<file path="src/rtl/aes_key_expander.sv">
// rtl/aes_key_expander.sv - AES-128/192/256 key expander, one 128-bit round key per enabled cycle
// Optional macro KEY_GEN_ROUND_CACHE_EN adds an (Nr+1)-entry round-key cache with a read port.
module aes_key_expander #(
   parameter int KEY_LENGTH = 128,
   parameter int ROUND_W    = 4
) (
   input  logic                  CLK,
   input  logic                  RST,
   input  logic [KEY_LENGTH-1:0] M_KEY,
   input  logic                  Load,
   input  logic                  En,
`ifdef KEY_GEN_ROUND_CACHE_EN
   input  logic [ROUND_W-1:0]    Rd_Addr,
   output logic [127:0]          Rd_Key,
   output logic                  Rd_Ok,
`endif
   output logic [127:0]          subKey_curr,
   output logic [ROUND_W-1:0]    Round,
   output logic                  Valid,
   output logic                  Last
);
   localparam int NK = KEY_LENGTH / 32;
   localparam int NR = NK + 6;

   generate
      if (KEY_LENGTH != 128 && KEY_LENGTH != 192 && KEY_LENGTH != 256) begin : g_bad_key_length
         $error("aes_key_expander: KEY_LENGTH must be 128, 192 or 256");
      end
      if (ROUND_W < 4) begin : g_bad_round_w
         $error("aes_key_expander: ROUND_W too narrow for round 14");
      end
   endgenerate

   function automatic logic [7:0] xtime(input logic [7:0] b);
      return {b[6:0], 1'b0} ^ (b[7] ? 8'h1B : 8'h00);
   endfunction

   function automatic logic [7:0] gf_mul(input logic [7:0] a, input logic [7:0] b);
      logic [7:0] p;
      logic [7:0] x;
      p = 8'h00;
      x = a;
      for (int k = 0; k < 8; k++) begin
         if (b[k]) p = p ^ x;
         x = xtime(x);
      end
      return p;
   endfunction

   // S-box as x^254 (multiplicative inverse, 0 -> 0) followed by the affine map
   function automatic logic [7:0] sbox(input logic [7:0] b);
      logic [7:0] sq;
      logic [7:0] inv;
      sq  = b;
      inv = 8'h01;
      for (int k = 1; k < 8; k++) begin
         sq  = gf_mul(sq, sq);
         inv = gf_mul(inv, sq);
      end
      return inv ^ {inv[6:0], inv[7]} ^ {inv[5:0], inv[7:6]} ^ {inv[4:0], inv[7:5]}
                 ^ {inv[3:0], inv[7:4]} ^ 8'h63;
   endfunction

   function automatic logic [31:0] sub_word(input logic [31:0] w);
      return {sbox(w[31:24]), sbox(w[23:16]), sbox(w[15:8]), sbox(w[7:0])};
   endfunction

   typedef enum logic [1:0] {S_IDLE, S_EXPAND, S_DONE} state_t;

   state_t                r_state;
   logic [KEY_LENGTH-1:0] r_win;
   logic [127:0]          r_key;
   logic [ROUND_W-1:0]    r_round;
   logic                  r_valid;
   logic                  r_last;
   logic [2:0]            r_phase;
   logic [7:0]            r_rcon;

   logic [31:0]           w_win [0:NK-1];
   logic [31:0]           w_new [0:3];
   logic [31:0]           w_chain;
   logic [31:0]           w_sub_in;
   logic [31:0]           w_sub_out;
   logic [31:0]           w_temp;
   logic [1:0]            w_sub_j;
   logic                  w_sub_hit;
   logic                  w_rcon_use;
   logic                  w_adv;
   logic [KEY_LENGTH-1:0] w_win_next;
   logic [2:0]            w_phase_next;

   // Window holds w[4r .. 4r+Nk-1]; each advance appends four words and drops the oldest four.
   always_comb begin
      w_sub_hit  = 1'b0;
      w_rcon_use = 1'b0;
      w_sub_j    = 2'd0;
      for (int j = 0; j < NK; j++) w_win[j] = r_win[KEY_LENGTH-1-32*j -: 32];
      for (int j = 0; j < 4; j++) begin
         if ((int'(r_phase) + j) % NK == 0) begin
            w_sub_hit  = 1'b1;
            w_rcon_use = 1'b1;
            w_sub_j    = 2'(j);
         end else if (NK == 8 && (int'(r_phase) + j) % NK == 4) begin
            w_sub_hit = 1'b1;
            w_sub_j   = 2'(j);
         end
      end
      // Words before the SubWord position are plain XOR chains, so the S-box input has no loop
      w_chain  = w_win[NK-1];
      w_sub_in = w_win[NK-1];
      for (int j = 0; j < 4; j++) begin
         if (w_sub_j == 2'(j)) w_sub_in = w_chain;
         w_chain = w_win[j] ^ w_chain;
      end
      w_sub_out = sub_word(w_sub_in);
      w_temp    = w_rcon_use ? ({w_sub_out[23:0], w_sub_out[31:24]} ^ {r_rcon, 24'h000000})
                             : w_sub_out;
      w_chain = w_win[NK-1];
      for (int j = 0; j < 4; j++) begin
         w_new[j] = w_win[j] ^ ((w_sub_hit && w_sub_j == 2'(j)) ? w_temp : w_chain);
         w_chain  = w_new[j];
      end
      w_win_next   = (r_win << 128) | KEY_LENGTH'({w_new[0], w_new[1], w_new[2], w_new[3]});
      w_phase_next = 3'((int'(r_phase) + 4) % NK);
   end

   assign w_adv = !Load && (r_state == S_EXPAND) && En && (r_round < ROUND_W'(NR));

   always_ff @(posedge CLK or negedge RST) begin
      if (!RST) begin
         r_state <= S_IDLE;
         r_win   <= '0;
         r_key   <= '0;
         r_round <= '0;
         r_valid <= 1'b0;
         r_last  <= 1'b0;
         r_phase <= 3'd0;
         r_rcon  <= 8'h00;
      end else if (Load) begin
         r_state <= S_EXPAND;
         r_win   <= M_KEY;
         r_key   <= M_KEY[KEY_LENGTH-1 -: 128];
         r_round <= '0;
         r_valid <= 1'b1;
         r_last  <= 1'b0;
         r_phase <= 3'd0;
         r_rcon  <= 8'h01;
      end else if (w_adv) begin
         r_win   <= w_win_next;
         r_key   <= w_win_next[KEY_LENGTH-1 -: 128];
         r_round <= r_round + ROUND_W'(1);
         r_phase <= w_phase_next;
         if (w_rcon_use) r_rcon <= xtime(r_rcon);
         if (r_round == ROUND_W'(NR - 1)) begin
            r_last  <= 1'b1;
            r_state <= S_DONE;
         end
      end
   end

   assign subKey_curr = r_key;
   assign Round       = r_round;
   assign Valid       = r_valid;
   assign Last        = r_last;

`ifdef KEY_GEN_ROUND_CACHE_EN
   logic [127:0] r_cache [0:NR];
   logic [NR:0]  r_written;
   logic [127:0] r_rd_key;
   logic         r_rd_ok;

   always_ff @(posedge CLK) begin
      if (Load) r_cache[0] <= M_KEY[KEY_LENGTH-1 -: 128];
      else if (w_adv) r_cache[r_round + ROUND_W'(1)] <= w_win_next[KEY_LENGTH-1 -: 128];
   end

   always_ff @(posedge CLK or negedge RST) begin
      if (!RST) begin
         r_written <= '0;
         r_rd_key  <= '0;
         r_rd_ok   <= 1'b0;
      end else begin
         if (Load) r_written <= (NR+1)'(1);
         else if (w_adv) r_written[r_round + ROUND_W'(1)] <= 1'b1;
         if (Rd_Addr <= ROUND_W'(NR)) begin
            r_rd_key <= r_cache[Rd_Addr];
            r_rd_ok  <= r_written[Rd_Addr];
         end else begin
            r_rd_key <= '0;
            r_rd_ok  <= 1'b0;
         end
      end
   end

   assign Rd_Key = r_rd_key;
   assign Rd_Ok  = r_rd_ok;
`endif

endmodule

</file>
<file path="config.mk">
export PLATFORM = sky130hd
export DESIGN_NAME = aes_key_expander
export DESIGN_NICKNAME = d
export VERILOG_FILES = /design/src/rtl/aes_key_expander.sv
export SDC_FILE = /design/constraint.sdc
export NUM_CORES = 2
export LEC_CHECK = 0
export BUFFER_PORTS_ARGS = -buffer_cell sky130_fd_sc_hd__buf_2
export CORE_ASPECT_RATIO = 0.8
export CORE_MARGIN = 1
export CORE_UTILIZATION = 61
export CTS_CLUSTER_SIZE = 24
export DETAILED_ROUTE_END_ITERATION = 8
export GPL_ROUTABILITY_DRIVEN = 0
export PLACE_DENSITY = 0.79
export SLEW_MARGIN = 20
export SYNTH_ARGS = -nofsm -noshare
export SYNTH_HDL_FRONTEND = slang
export SYNTH_SLANG_ARGS = --single-unit
export TNS_END_PERCENT = 10
</file>
<file path="constraint.sdc">
create_clock -name CLK -period 22.7 [get_ports CLK]
set_clock_uncertainty 0.15 [all_clocks]
set_input_delay 5.675 -clock CLK [delete_from_list [all_inputs] [get_ports CLK]]
set_output_delay 5.675 -clock CLK [all_outputs]
set_load 0.01 [all_outputs]
</file>
==> impl_metrics.toml <==
[sta]
finalCriticalPeriod_ns = 19.68
whs_ns = 0.318
worstMarginPinSlew_ns = 1.17
tns_ns = 0
relSlewSlack_pct = 21.7
max_freq_mhz = 50.8
rsz0062_at_grt = "false"
hold_viol = 0
finalCritPeriodShare_pct = 86.7
slew_violations = 0
setup_viol = 0

[logic_synthesis]
synth_nets = 8374
yosysWarnings = 0
synthArstFlopShare_pct = 100
yosysSeqAreaShare_pct = 5.72
synth_area_mm2 = 0.0626
synth_ff_type = "dfrtp_1"
synth_area_per_cell_um2 = 7.61
netlist_instances = 8221
synth-seq-cells = 143
synth_edf_count = 0
yosysUniqueCellTypes = 122

[clock_network]
clk_latency_ns = 0.50
cts_tree = "done"
cts_buffers = 17
cts_resized = 0
htreeDepth = 4
clockBufferDepth = 2
cts_num_sinks = 143
postCtsHoldBufs = 0
cts-root-buf = "clkbuf_16"
clkTransAtPathRegs_ns = 0.08
post_cts_buffers = 0

[finish]
syn_to_final_growth_pct = 5.70
drive_gt1_share_pct = 11.9
fin_util_pct = 65.4
nNetsFinal = 8349
nFillCells = 8507

[setup_path]
critPathArrivalTime_ns = 19.91
crit_top_cell = "xnor2_1"
crit_slowest_cell = "dfrtp_1"
path_class = "flip-flop to flip-flop"
path_buf_inv = 3
crit_fanout = 24
end_kind = "flip-flop"
crit_path_max_incr_delay_ns = 0.84
cp.required_ns = 22.93
crit_path_start_kind = "flip-flop"
path_delay_family = "XOR/XNOR gates"

[floorplanning]
dieArea_mm2 = 0.104
pin_count = 266
initial_core_util_pct = 61.9
die_y_um = 288
die_x_um = 360
fp-row-count = 104
fp.coreArea_mm2 = 0.101

[global_routing]
antenna_found_initial = 7
first_global_vias = 54400
grt_max_degree = 110
grt-ovfl-total = 0
grt_use_total_pct = 35.1
grt_pass1_wl_mm = 301

[route]
wl_per_cell_um = 20.0
drt-total-wl_mm = 190
viasPerCell = 6.28
drc = 0
postRouteAntennaNets = 0
drt_first_iter_violations = 7787
num_vias = 59900
firstDrtPassIters = 7

[place]
numPortBuffers = 265
dp_hpwl_mm = 140

[run]
drv_cap = 0

[run_status]
status = "finished clean"

[min_path]
hold_class = "flip-flop to flip-flop"
==> cells in the final DEF, fill, tap and decap left out, types with 75 or more instances in the layout <==
cell type / synthesis / final
buf_2: 120 / 263
o21ai_1: 88 / 88
nand2_1: 866 / 866
a31oi_1: 84 / 84
xor2_1: 499 / 489
nor3_1: 188 / 188
nor2b_1: 75 / 75
nor2_1: 1165 / 1164
nand3_1: 161 / 161
xnor2_2: 110 / 155
o22ai_1: 118 / 118
o21ai_0: 365 / 365
a21oi_1: 387 / 387
dfrtp_1: 143 / 143
mux2i_1: 176 / 176
xnor3_1: 277 / 277
buf_4: 35 / 241
xnor2_1: 1822 / 1771
==> flip-flops by register name (all words and copies together), names as in the netlist <==
signal / cells
r_state: 2
subKey_curr: 128
r_rcon: 8
Round: 4
Valid: 1
==> synth_stat cells, types with 54 or more instances <==
| cell | n | area [um2] |
|---|---|---|
| dfrtp_1 | 143 | 3580 |
| nand2_1 | 866 | 3250 |
| xnor2_2 | 110 | 1790 |
| xor2_1 | 499 | 4370 |
| a211oi_1 | 69 | 518 |
| nor2_1 | 1165 | 4370 |
| nor3_1 | 188 | 941 |
| a21oi_1 | 387 | 1940 |
| clkbuf_1 | 355 | 1330 |
| mux2i_1 | 176 | 1760 |
| o21ai_0 | 365 | 1830 |
| buf_2 | 120 | 601 |
| o22ai_1 | 118 | 738 |
| inv_1 | 71 | 267 |
| a31oi_1 | 84 | 526 |
| nand3_1 | 161 | 806 |
| nor2b_1 | 75 | 469 |
| o21ai_1 | 88 | 440 |
| xnor3_1 | 277 | 6240 |
| o211ai_1 | 54 | 405 |
| mux2_2 | 73 | 822 |
| xnor2_1 | 1822 | 16000 |
| a22oi_1 | 58 | 435 |
==> path summary, 6_finish.rpt <==
kind	cells after the start	from	slack, ns	end
max	57	subKey_curr[23]	3.02	subKey_curr[28]
min	1	Valid	0.32	Valid
max reg2reg	57	subKey_curr[23]	3.02	subKey_curr[28]
min reg2reg	1	Valid	0.32	Valid
max in group asynchronous	2	RST	15.75	subKey_curr[117]
min in group asynchronous	1	RST	5.10	subKey_curr[121]
==> routing by layer <==
layer	vias up	GRT usage [%]	share of wire (%)	routed length, um
met4	10	11.6	3.2	6010
met3	401	5.51	11	21100
li1	27800	-	-	-
met2	3441	52.5	43	82100
met5	-	0	0.037	70
met1	28200	51.2	43	81100
==> logic make-up (layout without fill, tap and decap cells) <==
| group | Yosys count | after routing | synth area share, % |
|---|---|---|---|
| XOR/XNOR | 2853 | 2853 | 50.5 |
| AND/OR/NAND/NOR | 2739 | 2739 | 18.8 |
| AO/OA/AOI/OAI | 1566 | 1566 | 15.8 |
| buffers and inverters | 640 | 628 | 4.36 |
| multiplexers | 257 | 257 | 4.35 |
| flip-flops | 143 | 143 | 5.72 |
| adder cells (fa/ha/maj) | 23 | 23 | 0.452 |
| other | 0 | 2 | 0 |
==> cell type report <==
type	count	area, um2	area share (%)
inverter	90	338	0.511
tap	1325	1660	2.51
clock buffer	18	439	0.664
clock inverter	14	175	0.265
sequential	143	3580	5.41
multi-input combinational	7438	56800	85.9
timing repair buffer	506	3150	4.77
antenna	2	5.00	0.00757
==> metrics by stage <==
step | cells | worst slack (ns) | cell area, um2
after CTS | 9534 | 2.88 | 66000
after detailed placement | 9502 | 3.06 | 65400
after global placement | 9502 | 3.89 | 65400
after floorplan | 8221 | 7.00 | 62600
final | 9536 | 3.02 | 66100
after global routing | 9535 | 1.85 | 66100
Power is left out: the tool's default activity adds up to more than one toggle a clock period on the data nets, which glitch-free logic cannot reach.
